<file path="src/rtl/key_out_stream_pkg.sv">
// Shared types for the keypoint output stream: the 52-bit keypoint record,
// its field widths, the stream controller state encoding and a record packer.
package vo_key_pkg;

  localparam int SIN_W   = 12;
  localparam int COS_W   = 12;
  localparam int X_W     = 10;
  localparam int Y_W     = 10;
  localparam int SCORE_W = 8;
  localparam int KEY_W   = SIN_W + COS_W + X_W + Y_W + SCORE_W;
  localparam int CNT_W   = 10;

  typedef struct packed {
    logic [SIN_W-1:0]   sin;
    logic [COS_W-1:0]   cos;
    logic [X_W-1:0]     x;
    logic [Y_W-1:0]     y;
    logic [SCORE_W-1:0] score;
  } key_t;

  typedef enum logic [1:0] {
    IDLE    = 2'd0,
    COLLECT = 2'd1,
    FLUSH   = 2'd2,
    MARK    = 2'd3
  } kos_state_t;

  // Assemble a keypoint record from the buffer tail fields.
  function automatic key_t f_key_pack(
    input logic [SIN_W-1:0]   sin,
    input logic [COS_W-1:0]   cos,
    input logic [X_W-1:0]     x,
    input logic [Y_W-1:0]     y,
    input logic [SCORE_W-1:0] score
  );
    key_t k;
    k.sin   = sin;
    k.cos   = cos;
    k.x     = x;
    k.y     = y;
    k.score = score;
    return k;
  endfunction

endpackage

</file>
<file path="src/rtl/key_out_stream_fifo.sv">
// key_fifo: synchronous first-word fall-through FIFO of keypoint records.
// The head entry is read straight out of registered storage, so a record
// written in one cycle is visible on dout the next cycle (no bypass).
// Pointers carry one extra MSB so full and empty can be told apart.
module key_fifo
  import vo_key_pkg::*;
#(
  parameter int DEPTH = 8
) (
  input  logic i_clk,
  input  logic i_rst_n,
  input  logic i_push,
  input  logic i_pop,
  input  key_t i_din,
  output key_t o_dout,
  output logic o_full,
  output logic o_empty
);

  localparam int AW = $clog2(DEPTH);
  localparam int PW = AW + 1;

  logic [PW-1:0] r_wr_ptr;
  logic [PW-1:0] r_rd_ptr;
  key_t          r_mem [DEPTH];

  logic w_empty;
  logic w_full;
  logic w_do_push;
  logic w_do_pop;

  assign w_empty = (r_wr_ptr == r_rd_ptr);
  assign w_full  = (r_wr_ptr[PW-1] != r_rd_ptr[PW-1]) &&
                   (r_wr_ptr[AW-1:0] == r_rd_ptr[AW-1:0]);

  // A full FIFO may still take a write when the head leaves in the same cycle.
  assign w_do_push = i_push & (~w_full | i_pop);
  assign w_do_pop  = i_pop & ~w_empty;

  assign o_full  = w_full;
  assign o_empty = w_empty;
  assign o_dout  = r_mem[r_rd_ptr[AW-1:0]];

  // Advance the read and write pointers on accepted pushes and pops.
  always_ff @(posedge i_clk or negedge i_rst_n) begin
    if (!i_rst_n) begin
      r_wr_ptr <= {PW{1'b0}};
      r_rd_ptr <= {PW{1'b0}};
    end else begin
      if (w_do_push) begin
        r_wr_ptr <= r_wr_ptr + PW'(1);
      end else begin
        r_wr_ptr <= r_wr_ptr;
      end
      if (w_do_pop) begin
        r_rd_ptr <= r_rd_ptr + PW'(1);
      end else begin
        r_rd_ptr <= r_rd_ptr;
      end
    end
  end

  // Store the incoming record at the write slot; storage needs no reset
  // because an empty FIFO never exposes its contents downstream.
  always_ff @(posedge i_clk) begin
    if (w_do_push) begin
      r_mem[r_wr_ptr[AW-1:0]] <= i_din;
    end
  end

endmodule

</file>
<file path="src/rtl/key_out_stream.sv">
// key_out_stream: captures keypoints retired by the shift buffer, drops
// empty slots, queues them in key_fifo, caps the keys per frame and streams
// them on a valid/ready interface, closing each frame with one marker beat.
// Optional build macro KEY_SCORE_THRESH_EN adds the i_thresh score threshold
// input; without it every nonzero-score record is accepted.
module key_out_stream
  import vo_key_pkg::*;
#(
  parameter int DEPTH    = 8,
  parameter int MAX_KEYS = 500
) (
  input  logic               i_clk,
  input  logic               i_rst_n,
`ifdef KEY_SCORE_THRESH_EN
  input  logic [SCORE_W-1:0] i_thresh,
`endif
  input  logic               i_frame_start,
  input  logic               i_frame_end,
  input  logic               i_hit,
  input  logic [SIN_W-1:0]   i_sin,
  input  logic [COS_W-1:0]   i_cos,
  input  logic [X_W-1:0]     i_coor_x,
  input  logic [Y_W-1:0]     i_coor_y,
  input  logic [SCORE_W-1:0] i_score,
  input  logic               i_ready,
  output logic               o_valid,
  output logic               o_last,
  output logic [SIN_W-1:0]   o_sin,
  output logic [COS_W-1:0]   o_cos,
  output logic [X_W-1:0]     o_coor_x,
  output logic [Y_W-1:0]     o_coor_y,
  output logic [SCORE_W-1:0] o_score,
  output logic [CNT_W-1:0]   o_key_cnt,
  output logic               o_overflow
);

  kos_state_t         r_state;
  logic               r_last;
  logic [CNT_W-1:0]   r_key_cnt;
  logic               r_overflow;

  logic [SCORE_W-1:0] w_thresh;
  key_t               w_in_key;
  key_t               w_head_key;
  key_t               w_out_key;
  logic               w_full;
  logic               w_empty;
  logic               w_fifo_valid;
  logic               w_pop;
  logic               w_cap_ok;
  logic               w_accept;
  logic               w_push;
  logic               w_drop;

`ifdef KEY_SCORE_THRESH_EN
  // A zero threshold is lifted to 1 so empty slots can never pass.
  assign w_thresh = (i_thresh == 8'd0) ? 8'd1 : i_thresh;
`else
  assign w_thresh = 8'd1;
`endif

  assign w_in_key     = f_key_pack(i_sin, i_cos, i_coor_x, i_coor_y, i_score);
  assign w_fifo_valid = ~w_empty;
  assign w_pop        = w_fifo_valid & i_ready;
  assign w_cap_ok     = (r_key_cnt < CNT_W'(MAX_KEYS));
  assign w_accept     = (r_state == COLLECT) & i_hit &
                        (i_score >= w_thresh) & w_cap_ok;
  assign w_push       = w_accept & (~w_full | w_pop);
  assign w_drop       = w_accept & w_full & ~w_pop;

  key_fifo #(
    .DEPTH (DEPTH)
  ) u_fifo (
    .i_clk   (i_clk),
    .i_rst_n (i_rst_n),
    .i_push  (w_push),
    .i_pop   (w_pop),
    .i_din   (w_in_key),
    .o_dout  (w_head_key),
    .o_full  (w_full),
    .o_empty (w_empty)
  );

  // Frame controller: state, marker flag, accepted-key count and sticky overflow.
  always_ff @(posedge i_clk or negedge i_rst_n) begin
    if (!i_rst_n) begin
      r_state    <= IDLE;
      r_last     <= 1'b0;
      r_key_cnt  <= {CNT_W{1'b0}};
      r_overflow <= 1'b0;
    end else begin
      case (r_state)
        IDLE: begin
          r_last <= 1'b0;
          if (i_frame_start) begin
            r_state    <= COLLECT;
            r_key_cnt  <= {CNT_W{1'b0}};
            r_overflow <= 1'b0;
          end else begin
            r_state <= IDLE;
          end
        end
        COLLECT: begin
          r_last <= 1'b0;
          if (!i_frame_end && i_frame_start) begin
            // Restart: counters clear, but a key accepted this cycle still counts.
            r_state    <= COLLECT;
            r_key_cnt  <= w_push ? CNT_W'(1) : {CNT_W{1'b0}};
            r_overflow <= w_drop;
          end else begin
            r_state <= i_frame_end ? FLUSH : COLLECT;
            if (w_push) begin
              r_key_cnt <= r_key_cnt + CNT_W'(1);
            end else begin
              r_key_cnt <= r_key_cnt;
            end
            if (w_drop) begin
              r_overflow <= 1'b1;
            end else begin
              r_overflow <= r_overflow;
            end
          end
        end
        FLUSH: begin
          if (w_empty) begin
            r_state <= MARK;
            r_last  <= 1'b1;
          end else begin
            r_state <= FLUSH;
            r_last  <= 1'b0;
          end
        end
        MARK: begin
          if (i_ready) begin
            r_state <= IDLE;
            r_last  <= 1'b0;
          end else begin
            r_state <= MARK;
            r_last  <= 1'b1;
          end
        end
        default: begin
          r_state <= IDLE;
          r_last  <= 1'b0;
        end
      endcase
    end
  end

  // Output beat data: the FIFO head while it holds a record, zeros otherwise
  // (which is also the payload of the end-of-frame marker).
  always_comb begin
    w_out_key = key_t'({KEY_W{1'b0}});
    if (w_fifo_valid) begin
      w_out_key = w_head_key;
    end else begin
      w_out_key = key_t'({KEY_W{1'b0}});
    end
  end

  assign o_valid    = w_fifo_valid | r_last;
  assign o_last     = r_last;
  assign o_sin      = w_out_key.sin;
  assign o_cos      = w_out_key.cos;
  assign o_coor_x   = w_out_key.x;
  assign o_coor_y   = w_out_key.y;
  assign o_score    = w_out_key.score;
  assign o_key_cnt  = r_key_cnt;
  assign o_overflow = r_overflow;

endmodule
</file>
<file path="config.mk">
export PLATFORM = sky130hd
export DESIGN_NAME = key_out_stream
export DESIGN_NICKNAME = d
export VERILOG_FILES = /design/src/rtl/key_out_stream_pkg.sv /design/src/rtl/key_out_stream_fifo.sv /design/src/rtl/key_out_stream.sv
export SDC_FILE = /design/constraint.sdc
export NUM_CORES = 1
export LEC_CHECK = 0
export BUFFER_PORTS_ARGS = -buffer_cell sky130_fd_sc_hd__clkbuf_2
export CORE_UTILIZATION = 42
export DETAILED_ROUTE_END_ITERATION = 6
export GPL_TIMING_DRIVEN = 0
export SYNTH_ARGS = -nofsm -noshare
export SYNTH_HDL_FRONTEND = slang
export SYNTH_SLANG_ARGS = --single-unit
</file>
<file path="constraint.sdc">
create_clock -name i_clk -period 6.59 [get_ports i_clk]
set_input_delay 0.3295 -clock i_clk [delete_from_list [all_inputs] [get_ports i_clk]]
set_output_delay 0.3295 -clock i_clk [all_outputs]
set_load 0.1 [all_outputs]
</file>
### Yosys cells after proc, flatten, opt, wreduce, memory -nomap -nowiden

Memories as Yosys holds them, arrays and structs flattened.
Cells that the tools add are included.

| operators by class | value |
|---|---|
| $add $sub $neg | 3 |
| multipliers | 0 |
| divide/modulo/power cells | 0 |
| $lt $le $gt $ge | 2 |
| eq/ne operators | 9 |
| shifts and indexed selects | 0 |
| mux-type cells | 21 |
| bitwise logic cells | 14 |
| reductions and logical operators | 8 |

Operator list:

| kind | number |
|---|---|
| 2-to-1 mux 52 bit | 1 |
| 2-to-1 mux 10 bit | 3 |
| one-hot mux 10 bit (2 select lines) | 1 |
| adder 10 x 1 -> 10 bit, second input constant | 1 |
| < comparator 10 x 9 -> 1 bit, second input constant | 1 |
| 2-to-1 mux 1 bit | 10 |
| bitwise AND 1 bit | 9 |
| adder 4 x 1 -> 4 bit, second input constant | 2 |
| >= comparator 8 x 1 -> 1 bit, second input constant | 1 |
| one-hot mux 2 bit (4 select lines) | 1 |
| 2-to-1 mux 2 bit | 3 |
| AND reduction 3 bit | 2 |
| == test 2 bit, second input constant | 2 |
| == test 4 bit | 1 |
| == test 3 bit | 1 |
| != test 3 x 1 -> 1 bit, second input constant | 1 |
| != test 3 x 2 -> 1 bit, second input constant | 1 |
| inverter 1 bit | 3 |
| one-hot mux 1 bit (3 select lines) | 1 |
| == test 2 x 1 -> 1 bit, second input constant | 1 |
| logical AND 1 bit | 2 |
| logical NOT 2 bit | 1 |
| != test 2 bit, second input constant | 1 |
| OR 1 bit | 2 |
| other kinds (5) | 5 |

| storage, ports and cells | value |
|---|---|
| register bits after elaboration | 22 |
| latch bits | 0 |
| bits in writable memories | 416 |
| ROM bits | 0 |
| output and inout port bits | 65 |
| word-level logic and storage cells | 64 |
| memories kept | 1 |

Memories:

| name | depth | bits a word | read ports | clocked after Yosys merged registers in | write ports | line | RTL |
|---|---|---|---|---|---|---|---|
| u_fifo.r_mem | 8 | 52 | 1 | 0 | 1 | key_out_stream_fifo.sv:25 | `key_t r_mem [DEPTH];` |

### Depth between registers and ports, before layout

| depth | value |
|---|---|
| depth in word-level cells | 9 |
| gate-level depth with buffers | 7 |
| mapped depth without buffers | 6 |

### Cells and area by module

A second synthesis with hierarchy kept.

| second synthesis, totals | value |
|---|---|
| cells, all modules | 806 |
| area, all modules | 17,599.4 um^2 |

Modules (own cells, without submodules):

| module | instances | cells each | area each (um^2) |
|---|---|---|---|
| key_fifo | 1 | 658 | 16,369.4 |
| key_out_stream | 1 | 148 | 1,229.9 |

### Worst setup path before layout

OpenSTA, ideal clock, no wires.

| timing path | value |
|---|---|
| path kind | register to register |
| from | reg r_key_cnt[9], in the netlist o_key_cnt[9] |
| to | mem u_fifo.r_mem[5][0] in the netlist's numbering, enable pin |
| setup time | 0.537 ns |
| data arrival time | 5.599 ns |
| data required time | 6.053 ns |
| slack | 0.454 ns |
| cell stages (with the launch flop) | 7 |
| path buffers | 1 |
| clock period less this slack | 6.136 ns |
| path through | dfrtp_1 and4bb_2 o21ai_0 a211oi_4 buf_6 nand2_2 nor3b_1 |

| on the way | value |
|---|---|
| longest elaborated chain between the ends | 6 |

Ends and longest elaborated chain:

| item | line | RTL |
|---|---|---|
| start, declared | key_out_stream.sv:39 | `logic [CNT_W-1:0] r_key_cnt;` |
| start signal, assigned | key_out_stream.sv:89 | `r_key_cnt <= {CNT_W{1'b0}};` |
| start signal, assigned | key_out_stream.sv:97 | `r_key_cnt <= {CNT_W{1'b0}};` |
| start signal, assigned | key_out_stream.sv:108 | `r_key_cnt <= w_push ? CNT_W'(1) : {CNT_W{1'b0}};` |
| < comparator 10 x 9 -> 1 bit | key_out_stream.sv:65 | `assign w_cap_ok = (r_key_cnt < CNT_W'(MAX_KEYS));` |
| bitwise AND 1 bit | key_out_stream.sv:67 | `(i_score >= w_thresh) & w_cap_ok;` |
| bitwise AND 1 bit | key_out_stream.sv:68 | `assign w_push = w_accept & (~w_full \| w_pop);` |
| bitwise AND 1 bit | key_out_stream_fifo.sv:37 | `assign w_do_push = i_push & (~w_full \| i_pop);` |
| 2-to-1 mux 1 bit | key_out_stream_fifo.sv:66 | `if (w_do_push) begin` |
| 2-to-1 mux 1 bit (implied by the code) | key_out_stream_fifo.sv:67 | `r_mem[r_wr_ptr[AW-1:0]] <= i_din;` |
| end, declared | key_out_stream_fifo.sv:25 |  |

Every way passes these cells.

### Worst setup path after layout

| timing path | value |
|---|---|
| from | reg u_fifo.r_rd_ptr[1] |
| to | out o_coor_x[4] |

| on the way | value |
|---|---|
| longest elaborated chain between the ends | 2 |
| elaborated cells on any way between the ends | 3 |
| those cells by class | eq/ne: 1; mux: 1; memory: 1 |

Ends and longest elaborated chain:

| item | line | RTL |
|---|---|---|
| start, declared | key_out_stream_fifo.sv:24 | `logic [PW-1:0] r_rd_ptr;` |
| start signal, assigned | key_out_stream_fifo.sv:48 | `r_rd_ptr <= {PW{1'b0}};` |
| start signal, assigned | key_out_stream_fifo.sv:56 | `r_rd_ptr <= r_rd_ptr + PW'(1);` |
| start signal, assigned | key_out_stream_fifo.sv:58 | `r_rd_ptr <= r_rd_ptr;` |
| memory read (8 x 52 bit) or == test 4 bit (tied branches) | -- |  |
| 2-to-1 mux 52 bit (*) | key_out_stream.sv:154 | `if (w_fifo_valid) begin` |
| end, declared | key_out_stream.sv:30 | `output logic [X_W-1:0] o_coor_x,` |

Every way passes the cells marked *; elsewhere a longest branch is shown, timed or not.

==> run summary <==
Max stage delay on crit path - 0.65 ns
Largest net degree at the start of global routing - 38
DR pass1 iterations - 4
Post-Layout Cell Count - 1541
CP Capture Point - o_coor_x[4]
Max-slew headroom - 36.2%
Reg-to-reg startpoint - u_fifo.r_rd_ptr[1]
Final core utilization - 50.4%
WL per Instance - 23.1 um
WP depth - 7
Slew @ Worst Pin - 0.956 ns
Placed instance area - 18700 um2
Design area - 20100 um2
Post-Synth Adder-Cell Area - 0.220%
Yosys top cell area share - 73.3%
Max-cap violations - 0
CTS Buf Count - 46
Reg2reg path depth - 10
Post-layout minimum cycle time - 3.64 ns
Post-Synth Simple-Gate Area - 3.11%
Maximum buffer depth of the clock tree - 3
CP endpoint kind - primary output
DP Cell Count - 1461
Critical Path AT - 3.31 ns
Post-synthesis cell count - 789
Fmax - 0.275 GHz
Synth area leader - edfxtp_1
Area Overhead vs Synth - 18.1%
Top routing layer in use - met5
Status - finished, final reports clean
Clock Pin Slew Worst Setup and Hold Paths - 0.06 ns
Routed vias - 8124
Final hold vios - 0
WP data required - 6.26 ns
CP top delay family - buffers and inverters
Most common cell after layout, fill and taps aside - edfxtp_1
Die Y - 203 um
Clock Skew - 0.0106 ns
Ys Warns - 0
Area share of xor/xnor cells in the synthesized design - 0.514%
# setup viols final - 0
H-tree levels - 2
DR DRC count - 0
Post-synthesis net count - 850
Cts repair resizes - 0
Final wirelength - 35700 um
Post-synthesis compound-gate area fraction - 1.08%
R2R Setup Slk - 3.36 ns
Largest family of logic cells by synthesized area - multiplexers
Synthesized area - 17000 um2
Final ANT Viol Nets - 0
Later-pin clock latency in the skew report - 0.55 ns
Slowest cell on crit path - buf_1
Crit share post-route - 55.2%
Hold-fix buffers at CTS - 1
# IOs - 123
Initial core utilization - 42.7%
Multiplexer share of the synthesized area - 17.2%
CP Cell Sequence - buf_2, buf_2, buf_1, mux4_2, mux2i_1, nor2_1, clkbuf_2
GRT Total Usage - 17.8%
Met2 Wirelength - 17100 um
RePlAce Congestion - 0.720
Die W - 203 um
Hold Path Class - primary input to flop
Post-synthesis register bit count - 438
CP Buf/Inv Count - 4
Post-DR vias/cell - 5.27
TritonCTS clock tree - done
CP startpoint kind - flop
Syn Area/Cell - 21.6 um2
Clock Sinks - 438
Die area - 41400 um2
M1 wire length - 16300 um
First-pass GRT wire length - 54200 um
Final nets - 1046
Top cells by area, synth - edfxtp_1 (73%), mux4_2 (14%), dfrtp_1 (3.2%), mux2i_1 (3.2%), nor2_1 (1.4%)
Crit path launch - u_fifo.r_rd_ptr[1]
Root buf cell - clkbuf_16
Row count - 73
Post-synth top flop - edfxtp_1
DRT iter0 DRCs - 557
Commonest cells after routing, fill and taps aside - edfxtp_1 (416), clkbuf_2 (123), mux4_2 (105)
Fillers - 3227
RSZ-0062 raised after global routing - no
Vias in the first global route - 8572
Setup bufs post-CTS - 0
Share of layout cells above drive strength 1 - 34.4%
EDFF count, synth - 416
Asr flop ratio synth - 5.02%
Worst r2r dst - u_fifo.r_mem[4][26]
CORE AREA - 39900 um2
CP Class - flop to primary output
Setup_tns - 0 ns
HPWL after DPL - 22400 um
Wire length on met3 - 1740 um
Total grt overflow - 0
Netlist cell types - 52
CP Max Fanout - 10
Most frequent cell on the critical path - buf_2
Initial antenna violation count - 1
Final Max Tran Viols - 0
I/O Buffers - 122
Antenna Cells - 0
Sequential share of the synthesized area - 76.5%
## worst min path at each step
stage	startpoint	end	slack (ns)	cells after the start
after global placement	i_rst_n	o_key_cnt[7]	0.35	1
after detailed placement	i_rst_n	o_key_cnt[5]	0.37	1
after CTS	i_sin[2]	u_fifo.r_mem[2][42]	0.03	1
after floorplan	i_rst_n	o_key_cnt[0]	0.03	0
after global routing	i_coor_y[7]	u_fifo.r_mem[3][15]	0.05	1
final	i_coor_y[7]	u_fifo.r_mem[0][15]	0.05	1
## sequential cells by signal, summed over array words and instances, names as in the netlist
signal           count
o_last               1
r_state              2
u_fifo.r_rd_ptr      4
u_fifo.r_mem       416
u_fifo.r_wr_ptr      4
o_key_cnt           10
o_overflow           1
## cells by family (layout without fill, tap and decap cells)
group                    count (synthesis)  in the layout
AO/OA/AOI/OAI                           23             23
buffers and inverters                   47            274
XOR/XNOR                                10             10
multiplexers                           161            161
AND/OR/NAND/NOR                        107            107
flip-flops                             438            438
adder cells (fa/ha/maj)                  3              3
## cells in the mapped netlist, drive strengths merged (4+ instances only)
library cell / instances
buf: 36
clkbuf: 7
dfrtp: 22
edfxtp: 416
inv: 4
mux2i: 54
mux4: 105
nand2: 14
nand3: 5
nor2: 64
o21ai: 4
xnor2: 4
xor2: 6
## worst reg2reg max path: stages, from the launching register on
cell      delay [ns]
dfrtp_1         0.35
buf_2           0.27
xor2_1          0.26
nor3_2          0.11
a211oi_4        0.32
buf_6           0.20
nand2_2         0.11
nor3_2          0.68
buf_6           0.27
buf_6           0.18
buf_6           0.18
## metrics by stage
step,setup slack (ns),hold slack [ns]
2_1_floorplan,0.454,0.0339
3_3_place_gp,-3.05,0.353
3_5_place_dp,3.31,0.367
4_1_cts,2.86,0.0323
5_1_grt,2.77,0.0499
6_report,2.95,0.0541
## per-layer routing
metal	up-vias	global-route usage [%]
li1	3638	-
met1	4246	25.5
met2	189	28.5
met3	49	3.26
met4	2	3.87
met5	-	0
## final cells by class
class                           count  area, um2  share of cell area [%]
Buffer                             43        216                    1.08
Clock buffer                       61       1230                    6.10
Clock inverter                     18        146                   0.727
Inverter                            4       15.0                  0.0746
Multi-Input combinational cell    304       3810                    18.9
Sequential cell                   438      13000                    64.8
Tap cell                          525        657                    3.26
Timing Repair Buffer              148       1020                    5.08
Power is left out: the tool's default activity adds up to more than one toggle a clock period on the data nets, which glitch-free logic cannot reach.
